===== src/rtl/video_pkg.sv =====
// Shared types and default widths for the video stream frame arbiter.
//   VID_DATA_W / VID_CNT_W / VID_FCNT_W : default tdata, geometry and frame counter widths
//   vid_state_e                         : arbiter FSM state
//   vid_beat_t                          : one AXI4-Stream video beat (tdata, tuser = SOF, tlast = EOL, tvalid)
package video_pkg;

    localparam int unsigned VID_DATA_W = 32;
    localparam int unsigned VID_CNT_W  = 12;
    localparam int unsigned VID_FCNT_W = 16;

    typedef enum logic [1:0] {
        IDLE = 2'd0,
        HUNT = 2'd1,
        PASS = 2'd2
    } vid_state_e;

    typedef struct packed {
        logic [VID_DATA_W-1:0] tdata;
        logic                  tuser;
        logic                  tlast;
        logic                  tvalid;
    } vid_beat_t;

endpackage


===== src/rtl/video_frame_tracker.sv =====
// Pixel/line position tracker for the forwarded stream.
// Latches frame geometry, counts handshakes, detects end of frame and
// flags start-of-frame and end-of-line framing errors.
//   i_clk, i_rst        : clock, asynchronous active-high reset
//   i_load_geom         : capture i_h_pixels / i_v_lines (HUNT entry)
//   i_h_pixels/v_lines  : configured geometry (both >= 1)
//   i_clear             : zero the pixel/line counters (HUNT -> PASS)
//   i_hs                : handshake on the owned stream
//   i_tuser, i_tlast    : sideband of the owned stream beat
//   o_eof_c             : combinational end-of-frame (final tlast handshake)
//   o_err_sof/o_err_eol : one-cycle registered error pulses
module video_frame_tracker
    import video_pkg::*;
#(
    parameter int unsigned CNT_W = VID_CNT_W
)(
    input  logic             i_clk,
    input  logic             i_rst,
    input  logic             i_load_geom,
    input  logic [CNT_W-1:0] i_h_pixels,
    input  logic [CNT_W-1:0] i_v_lines,
    input  logic             i_clear,
    input  logic             i_hs,
    input  logic             i_tuser,
    input  logic             i_tlast,
    output logic             o_eof_c,
    output logic             o_err_sof,
    output logic             o_err_eol
);

    logic [CNT_W-1:0] r_h_pixels;
    logic [CNT_W-1:0] r_v_lines;
    logic [CNT_W-1:0] r_pix;
    logic [CNT_W-1:0] r_line;
    logic             r_err_sof;
    logic             r_err_eol;

    logic [CNT_W-1:0] w_pix_e;
    logic [CNT_W-1:0] w_line_e;
    logic             w_last_pix;
    logic             w_last_line;
    logic             w_sof_err;
    logic             w_eol_err;

    // A tuser beat always counts as pix 0 of line 0, so a mid-frame SOF resyncs here.
    always_comb begin
        w_pix_e     = i_tuser ? '0 : r_pix;
        w_line_e    = i_tuser ? '0 : r_line;
        w_last_pix  = (w_pix_e  == CNT_W'(r_h_pixels - CNT_W'(1)));
        w_last_line = (w_line_e == CNT_W'(r_v_lines  - CNT_W'(1)));
        w_sof_err   = i_hs & i_tuser & ((r_pix != '0) | (r_line != '0));
        // Early tlast, or a non-tlast beat on the last pixel position (overlong line).
        w_eol_err   = i_hs & (i_tlast ? ~w_last_pix : w_last_pix);
        o_eof_c     = i_hs & i_tlast & w_last_line;
    end

    // Geometry latch
    always_ff @(posedge i_clk or posedge i_rst) begin
        if (i_rst) begin
            r_h_pixels <= '0;
            r_v_lines  <= '0;
        end else if (i_load_geom) begin
            r_h_pixels <= i_h_pixels;
            r_v_lines  <= i_v_lines;
        end
    end

    // Position counters; pix saturates at the last position until tlast arrives.
    always_ff @(posedge i_clk or posedge i_rst) begin
        if (i_rst) begin
            r_pix  <= '0;
            r_line <= '0;
        end else if (i_clear) begin
            r_pix  <= '0;
            r_line <= '0;
        end else if (i_hs) begin
            if (i_tlast) begin
                r_pix  <= '0;
                r_line <= w_last_line ? '0 : CNT_W'(w_line_e + CNT_W'(1));
            end else begin
                r_pix  <= w_last_pix ? w_pix_e : CNT_W'(w_pix_e + CNT_W'(1));
                r_line <= w_line_e;
            end
        end
    end

    // Error pulses
    always_ff @(posedge i_clk or posedge i_rst) begin
        if (i_rst) begin
            r_err_sof <= 1'b0;
            r_err_eol <= 1'b0;
        end else begin
            r_err_sof <= w_sof_err;
            r_err_eol <= w_eol_err;
        end
    end

    assign o_err_sof = r_err_sof;
    assign o_err_eol = r_err_eol;

endmodule


===== src/rtl/video_stream_frame_arbiter.sv =====
// Two-source AXI4-Stream video arbiter that changes owner only on frame boundaries.
//   aclk, areset          : clock, asynchronous active-high reset
//   cfg_enable, cfg_sel   : forward enable, requested source
//   cfg_h_pixels/v_lines  : frame geometry, latched on HUNT entry
//   s0_axis_vid_*         : source 0 stream (tready out)
//   s1_axis_vid_*         : source 1 stream (tready out)
//   m_axis_vid_*          : output stream, combinationally forwarded in PASS
//   stat_cur_sel/active   : owned source, PASS indicator
//   stat_frame_cnt        : completed forwarded frames (wraps)
//   err_sof, err_eol      : framing error pulses
module video_stream_frame_arbiter
    import video_pkg::*;
#(
    parameter int unsigned DATA_W = VID_DATA_W,
    parameter int unsigned CNT_W  = VID_CNT_W,
    parameter int unsigned FCNT_W = VID_FCNT_W
)(
    input  logic              aclk,
    input  logic              areset,
    input  logic              cfg_enable,
    input  logic              cfg_sel,
    input  logic [CNT_W-1:0]  cfg_h_pixels,
    input  logic [CNT_W-1:0]  cfg_v_lines,
    input  logic [DATA_W-1:0] s0_axis_vid_tdata,
    input  logic              s0_axis_vid_tuser,
    input  logic              s0_axis_vid_tlast,
    input  logic              s0_axis_vid_tvalid,
    output logic              s0_axis_vid_tready,
    input  logic [DATA_W-1:0] s1_axis_vid_tdata,
    input  logic              s1_axis_vid_tuser,
    input  logic              s1_axis_vid_tlast,
    input  logic              s1_axis_vid_tvalid,
    output logic              s1_axis_vid_tready,
    output logic [DATA_W-1:0] m_axis_vid_tdata,
    output logic              m_axis_vid_tuser,
    output logic              m_axis_vid_tlast,
    output logic              m_axis_vid_tvalid,
    input  logic              m_axis_vid_tready,
    output logic              stat_cur_sel,
    output logic              stat_active,
    output logic [FCNT_W-1:0] stat_frame_cnt,
    output logic              err_sof,
    output logic              err_eol
);

    vid_state_e        r_state;
    vid_state_e        w_next;
    logic              r_cur_sel;
    logic [FCNT_W-1:0] r_frame_cnt;

    vid_beat_t w_s0;
    vid_beat_t w_s1;
    vid_beat_t w_own;
    vid_beat_t w_m;
    logic      w_own_tready;
    logic      w_hs;
    logic      w_eof;
    logic      w_load_geom;
    logic      w_clear;

    // Pack sources into beats; tdata is resized to the package beat width.
    always_comb begin
        w_s0.tdata  = VID_DATA_W'(s0_axis_vid_tdata);
        w_s0.tuser  = s0_axis_vid_tuser;
        w_s0.tlast  = s0_axis_vid_tlast;
        w_s0.tvalid = s0_axis_vid_tvalid;
        w_s1.tdata  = VID_DATA_W'(s1_axis_vid_tdata);
        w_s1.tuser  = s1_axis_vid_tuser;
        w_s1.tlast  = s1_axis_vid_tlast;
        w_s1.tvalid = s1_axis_vid_tvalid;
        w_own       = r_cur_sel ? w_s1 : w_s0;
    end

    // State register
    always_ff @(posedge aclk or posedge areset) begin
        if (areset) begin
            r_state <= IDLE;
        end else begin
            r_state <= w_next;
        end
    end

    // Next-state logic; PASS leaves only on the final handshake of a frame.
    always_comb begin
        w_next = r_state;
        case (r_state)
            IDLE: begin
                if (cfg_enable) begin
                    w_next = HUNT;
                end
            end
            HUNT: begin
                if (!cfg_enable) begin
                    w_next = IDLE;
                end else if (w_own.tvalid && w_own.tuser) begin
                    w_next = PASS;
                end
            end
            PASS: begin
                if (w_eof) begin
                    if (!cfg_enable) begin
                        w_next = IDLE;
                    end else if (cfg_sel != r_cur_sel) begin
                        w_next = HUNT;
                    end
                end
            end
            default: w_next = IDLE;
        endcase
    end

    // Output / control logic; the SOF beat seen in HUNT is held back for PASS.
    always_comb begin
        w_m          = '0;
        w_own_tready = 1'b1;
        case (r_state)
            HUNT:    w_own_tready = ~(w_own.tvalid & w_own.tuser);
            PASS: begin
                w_m          = w_own;
                w_own_tready = m_axis_vid_tready;
            end
            default: ;
        endcase
        w_hs        = (r_state == PASS) & w_own.tvalid & m_axis_vid_tready;
        w_load_geom = (w_next == HUNT) && (r_state != HUNT);
        w_clear     = (r_state == HUNT) && (w_next == PASS);
    end

    // Owner capture and frame counter
    always_ff @(posedge aclk or posedge areset) begin
        if (areset) begin
            r_cur_sel   <= 1'b0;
            r_frame_cnt <= '0;
        end else begin
            if (w_load_geom) begin
                r_cur_sel <= cfg_sel;
            end
            if (w_eof) begin
                r_frame_cnt <= FCNT_W'(r_frame_cnt + FCNT_W'(1));
            end
        end
    end

    video_frame_tracker #(
        .CNT_W (CNT_W)
    ) u_tracker (
        .i_clk       (aclk),
        .i_rst       (areset),
        .i_load_geom (w_load_geom),
        .i_h_pixels  (cfg_h_pixels),
        .i_v_lines   (cfg_v_lines),
        .i_clear     (w_clear),
        .i_hs        (w_hs),
        .i_tuser     (w_own.tuser),
        .i_tlast     (w_own.tlast),
        .o_eof_c     (w_eof),
        .o_err_sof   (err_sof),
        .o_err_eol   (err_eol)
    );

    // Non-owned source is always drained.
    assign s0_axis_vid_tready = r_cur_sel ? 1'b1 : w_own_tready;
    assign s1_axis_vid_tready = r_cur_sel ? w_own_tready : 1'b1;

    assign m_axis_vid_tdata  = DATA_W'(w_m.tdata);
    assign m_axis_vid_tuser  = w_m.tuser;
    assign m_axis_vid_tlast  = w_m.tlast;
    assign m_axis_vid_tvalid = w_m.tvalid;

    assign stat_cur_sel   = r_cur_sel;
    assign stat_active    = (r_state == PASS);
    assign stat_frame_cnt = r_frame_cnt;

endmodule


===== config.mk =====
export PLATFORM = sky130hd
export DESIGN_NAME = video_stream_frame_arbiter
export DESIGN_NICKNAME = d
export VERILOG_FILES = /design/src/rtl/video_pkg.sv /design/src/rtl/video_frame_tracker.sv /design/src/rtl/video_stream_frame_arbiter.sv
export SDC_FILE = /design/constraint.sdc
export NUM_CORES = 1
export LEC_CHECK = 0
export CAP_MARGIN = 10
export CELL_PAD_IN_SITES_DETAIL_PLACEMENT = 0
export CELL_PAD_IN_SITES_GLOBAL_PLACEMENT = 1
export CORE_MARGIN = 1
export CORE_UTILIZATION = 38
export DETAILED_ROUTE_END_ITERATION = 7
export PLACE_DENSITY = 0.89
export SYNTH_ARGS = -nofsm -noshare
export SYNTH_HDL_FRONTEND = slang
export SYNTH_HIERARCHICAL = 1
export SYNTH_SLANG_ARGS = --single-unit

===== constraint.sdc =====
create_clock -name aclk -period 7.3 [get_ports aclk]
set_input_delay 1.095 -clock aclk [delete_from_list [all_inputs] [get_ports aclk]]
set_output_delay 1.095 -clock aclk [all_outputs]
set_load 0.1 [all_outputs]

# Word level (Yosys, flattened, before mapping)
# Index checks and enable logic that the tools add are counted.
# word_totals
reg_bits,69
input_bits,99
output_inout_bits,57
wordCells,63
# op_classes
addsub,5
n_eq_ne,8
muxes,23
bitwise_logic,11
n_reduce_logical,7
# ops
cell,count
12-bit two-way mux,10
35-bit two-way mux,2
"12-bit by 1-bit adder with 12-bit output, second input constant",2
12-bit equality test,2
12-bit nonzero test,2
"12-bit by 1-bit subtractor with 12-bit output, second input constant",2
"16-bit by 1-bit adder with 16-bit output, second input constant",1
2-bit two-way mux,6
1-bit bitwise AND,8
2-bit one-hot mux with 3 select lines,1
"2-bit by 1-bit equality test with 1-bit output, second input constant",2
"2-bit equality test, second input constant",2
1-bit logical AND,3
1-bit two-way mux,3
2-bit logical NOT,1
"2-bit by 1-bit inequality test with 1-bit output, second input constant",1
1-bit inverter,2
1-bit one-hot mux with 2 select lines,1
2-bit nonzero test,1
1-bit inequality test,1
1-bit OR,1

# Depth between registers and ports, before layout
# depth
word_depth,10
ltp_mapped,26
depth_no_buf,18

# Cells and area by module
# The synthesis kept the hierarchy.
# by_module_without_submodules
mod,instances,cells_each,area_per_inst_um2,seq_area_each_um2
video_frame_tracker,1,396,3622.2,1251.2
video_stream_frame_arbiter,1,177,1564.0,475.5

# Worst setup path after synthesis
# Ideal clock, no wire load.
# synth_path
path_kind,reg2reg
from,reg r_cur_sel (netlist: stat_cur_sel)
to,reg u_tracker.r_pix[4]
setup_ns,0.065
arrival_ns,5.052
required_ns,7.235
slack_ns,2.183
stages_incl_launch_ff,25
n_path_buf,10
synth_period_minus_slack_ns,5.117
cell_sequence,dfrtp_1 > buf_6 > buf_2 > mux2_2 > buf_6 > buf_6 > buf_4 > o21ai_0 > nand2_1 > a2111oi_4 > nand2_2 > buf_6 > nor2_1 > buf_4 > o221ai_2 > o21ai_0 > a21oi_1 > o211a_1 > buf_4 > nand2b_1 > clkbuf_8 > or3_2 > buf_2 > a211oi_1 > a211o_1
# synth_lines
item,line_no,text
"start, declared",video_stream_frame_arbiter.sv:48,logic r_cur_sel;
"start signal, assigned",video_stream_frame_arbiter.sv:136,r_cur_sel <= cfg_sel;
"end signal, assigned",video_frame_tracker.sv:81,r_pix <= w_last_pix ? w_pix_e : CNT_W'(w_pix_e + CNT_W'(1));
"end, declared",video_frame_tracker.sv:33,logic [CNT_W-1:0] r_pix;

==> metrics <==
CTS resizes=0; drt wl/cell=16.2 um; Post-route DRC=0; Syn-to-layout area delta=37.0%; Post-Route WL=14500 um; initial antenna violation count=0; row count=42; CTS tree=done; DR vias/cell=5.48; I/O pin count=156; CTS Hold Buffers Added=0; synthesized flop and latch total=69; Post-synth EDFFs=0; syn_area_per_cell=9.05 sq um; proportion of layout cells with a drive suffix above 1=0.0975; final setup fails=0; Die Y-Extent=119 um; RSZ-0062 raised after global routing=no; CTS buffer count=9; Clock Sinks=69; Initial Utilization=0.390; slowest cell delay on critical path=570 ps; clk buf depth=2; Worst VDD drop=215 uV; Hold Vio Cnt, Final=0; Leakage=2.88 nW; ANT nets after route=0; crit path kind=primary input to register; total power=2.21 mW; Cell Pwr Density=311 mW/mm^2; width of the die=119 um; sequence of cells on the critical path=clkdlybuf4s50_1 > mux2_2 > nor2b_2 > and4_1 > a211o_1 > nand3_1 > a2111oi_4 > nand2_2 > nor2_1 > inv_1 > o21ai_1 > o211a_1 > o211a_1 > nand2b_1 > nor2_1 > and4b_1 > a221o_1; Slew @ Worst Pin=1000 ps; Die ar.=0.0141 sq mm; Synth Flop Type=dfrtp_1; I/O Buffers=155; clock slew at reported path FFs=60 ps; min-delay worst type=register to register; Ys Warns=6; Setup WS pre-CTS=1130 ps; Fin Setup TNS=0 ps; aggregate global routing overflow=0; cell family with most CP delay=simple AND/OR/NAND/NOR gates; Total GRT Usage=0.212; WP data required=7520 ps; Util after Layout=0.535; postcts setup bufs=0; clock root buffer=clkbuf_16; Nets=821; final period utilization=0.809; share of the yosys chip area belonging to registers=0.333; fin crit period=5910 ps; dpl hpwl=11000 um; most common cell after layout, fill and taps aside=clkdlybuf4s50_1; Max-slew headroom=0.330; global-route wire length before repair=24100 um; worst setup margin=1390 ps; cell area after synthesis=0.00519 sq mm; buffers plus inverters on the worst setup path=2; commonest non-fill, non-tap cells in the layout=155 x clkdlybuf4s50_1, 73 x nor2_1, 68 x dfrtp_1; DR vias=4901; Max Cap Viol=0; final hold slack=498 ps; core box area=0.0133 sq mm; status=finished, final reports clean; CP arrival=6130 ps; syn_nets=681; Peak Freq=0.169 GHz; Final Max Slew Viols=0; crit path max fanout=23; largest net degree at the start of global routing=51; Worst Setup End Kind=register; H-tree depth=3; routability cong.=0.900; vias in the first global route=4825; number of inserted diodes=0; DR iter-0 viols=332; cells after synthesis=573; Post-synth ARST share=1.00; Worst-Skew Late Latency=330 ps; crit path launch type=primary input; 1st-pass router iterations=5; Synth cell types=82; crit path max-delay cell type=nor2_1; clock skew=5.03 ps
==> worst paths after layout <==
check | startpoint | endpoint | slack [ps] | cells after the start
setup / recovery | s0_axis_vid_tuser | u_tracker/r_pix[11] | 1390 | 17
hold / removal | stat_frame_cnt[15] | stat_frame_cnt[15] | 500 | 1
setup reg to reg | stat_cur_sel | u_tracker/r_pix[11] | 2180 | 16
hold reg to reg | stat_frame_cnt[15] | stat_frame_cnt[15] | 500 | 1
max in group asynchronous | areset | stat_cur_sel | 5540 | 2
min in group asynchronous | areset | u_tracker/r_pix[11] | 1140 | 2
==> synthesized netlist by cell type, drive strengths merged (16+ instances only) <==
cell    n  area [sq um]
nor2   73           274
dfrtp  69          1730
nand2  54           208
mux2i  33           330
xnor2  26           228
o21ai  24           120
mux2   23           263
nand3  22           110
nor2b  22           148
xor2   20           183
inv    17          63.8
buf    16           119
==> metal layers <==
| metal | vias to the layer above | global-route usage | part of all wire |
|---|---|---|---|
| li1 | 2338 | - | - |
| met1 | 2393 | 0.279 | 0.45 |
| met3 | 33 | 0.0417 | 0.038 |
| met2 | 137 | 0.343 | 0.49 |
| met5 | - | 0 | 0 |
| met4 | 0 | 0.0799 | 0.025 |
==> registers in the layout, indices dropped and copies added (netlist names) <==
| signal | flops |
|---|---|
| stat_frame_cnt | 16 |
| u_tracker/r_v_lines | 12 |
| u_tracker/o_err_eol | 1 |
| stat_cur_sel | 1 |
| u_tracker/o_err_sof | 1 |
| r_state | 2 |
| u_tracker/r_line | 12 |
| u_tracker/r_h_pixels | 12 |
| u_tracker/r_pix | 12 |
==> layout make-up <==
| class | instances | area (sq um) |
|---|---|---|
| timing repair buffer | 159 | 1590 |
| fill | 1195 | 6190 |
| inverter | 17 | 63.8 |
| clock buffer | 9 | 225 |
| sequential | 69 | 1730 |
| multi-input combinational | 457 | 3200 |
| clock inverter | 7 | 73.8 |
| tap | 176 | 220 |
==> power by group <==
group          internal [mW]  switching, mW
Clock                  0.266          0.175
Combinational          0.484          0.706
Sequential             0.467          0.115
Total                   1.22          0.996
==> logic make-up after synthesis <==
group,count (synthesis),synth area share
muxes,56,0.114
and+or+nand+nor,249,0.253
AOI/OAI and AO/OA,95,0.141
adders and majority gates,9,0.0217
DFF,69,0.333
xor gates and xnor gates,48,0.0881
buffers and inverters,47,0.0497
==> metrics by stage <==
step / cell area [sq um] / cells
floorplan: 5190 / 573
global placement: 6790 / 877
detailed placement: 6790 / 877
CTS: 7090 / 893
global route: 7110 / 894
finish: 7110 / 894
No activity file was read; power rests on OpenSTA's default activity.
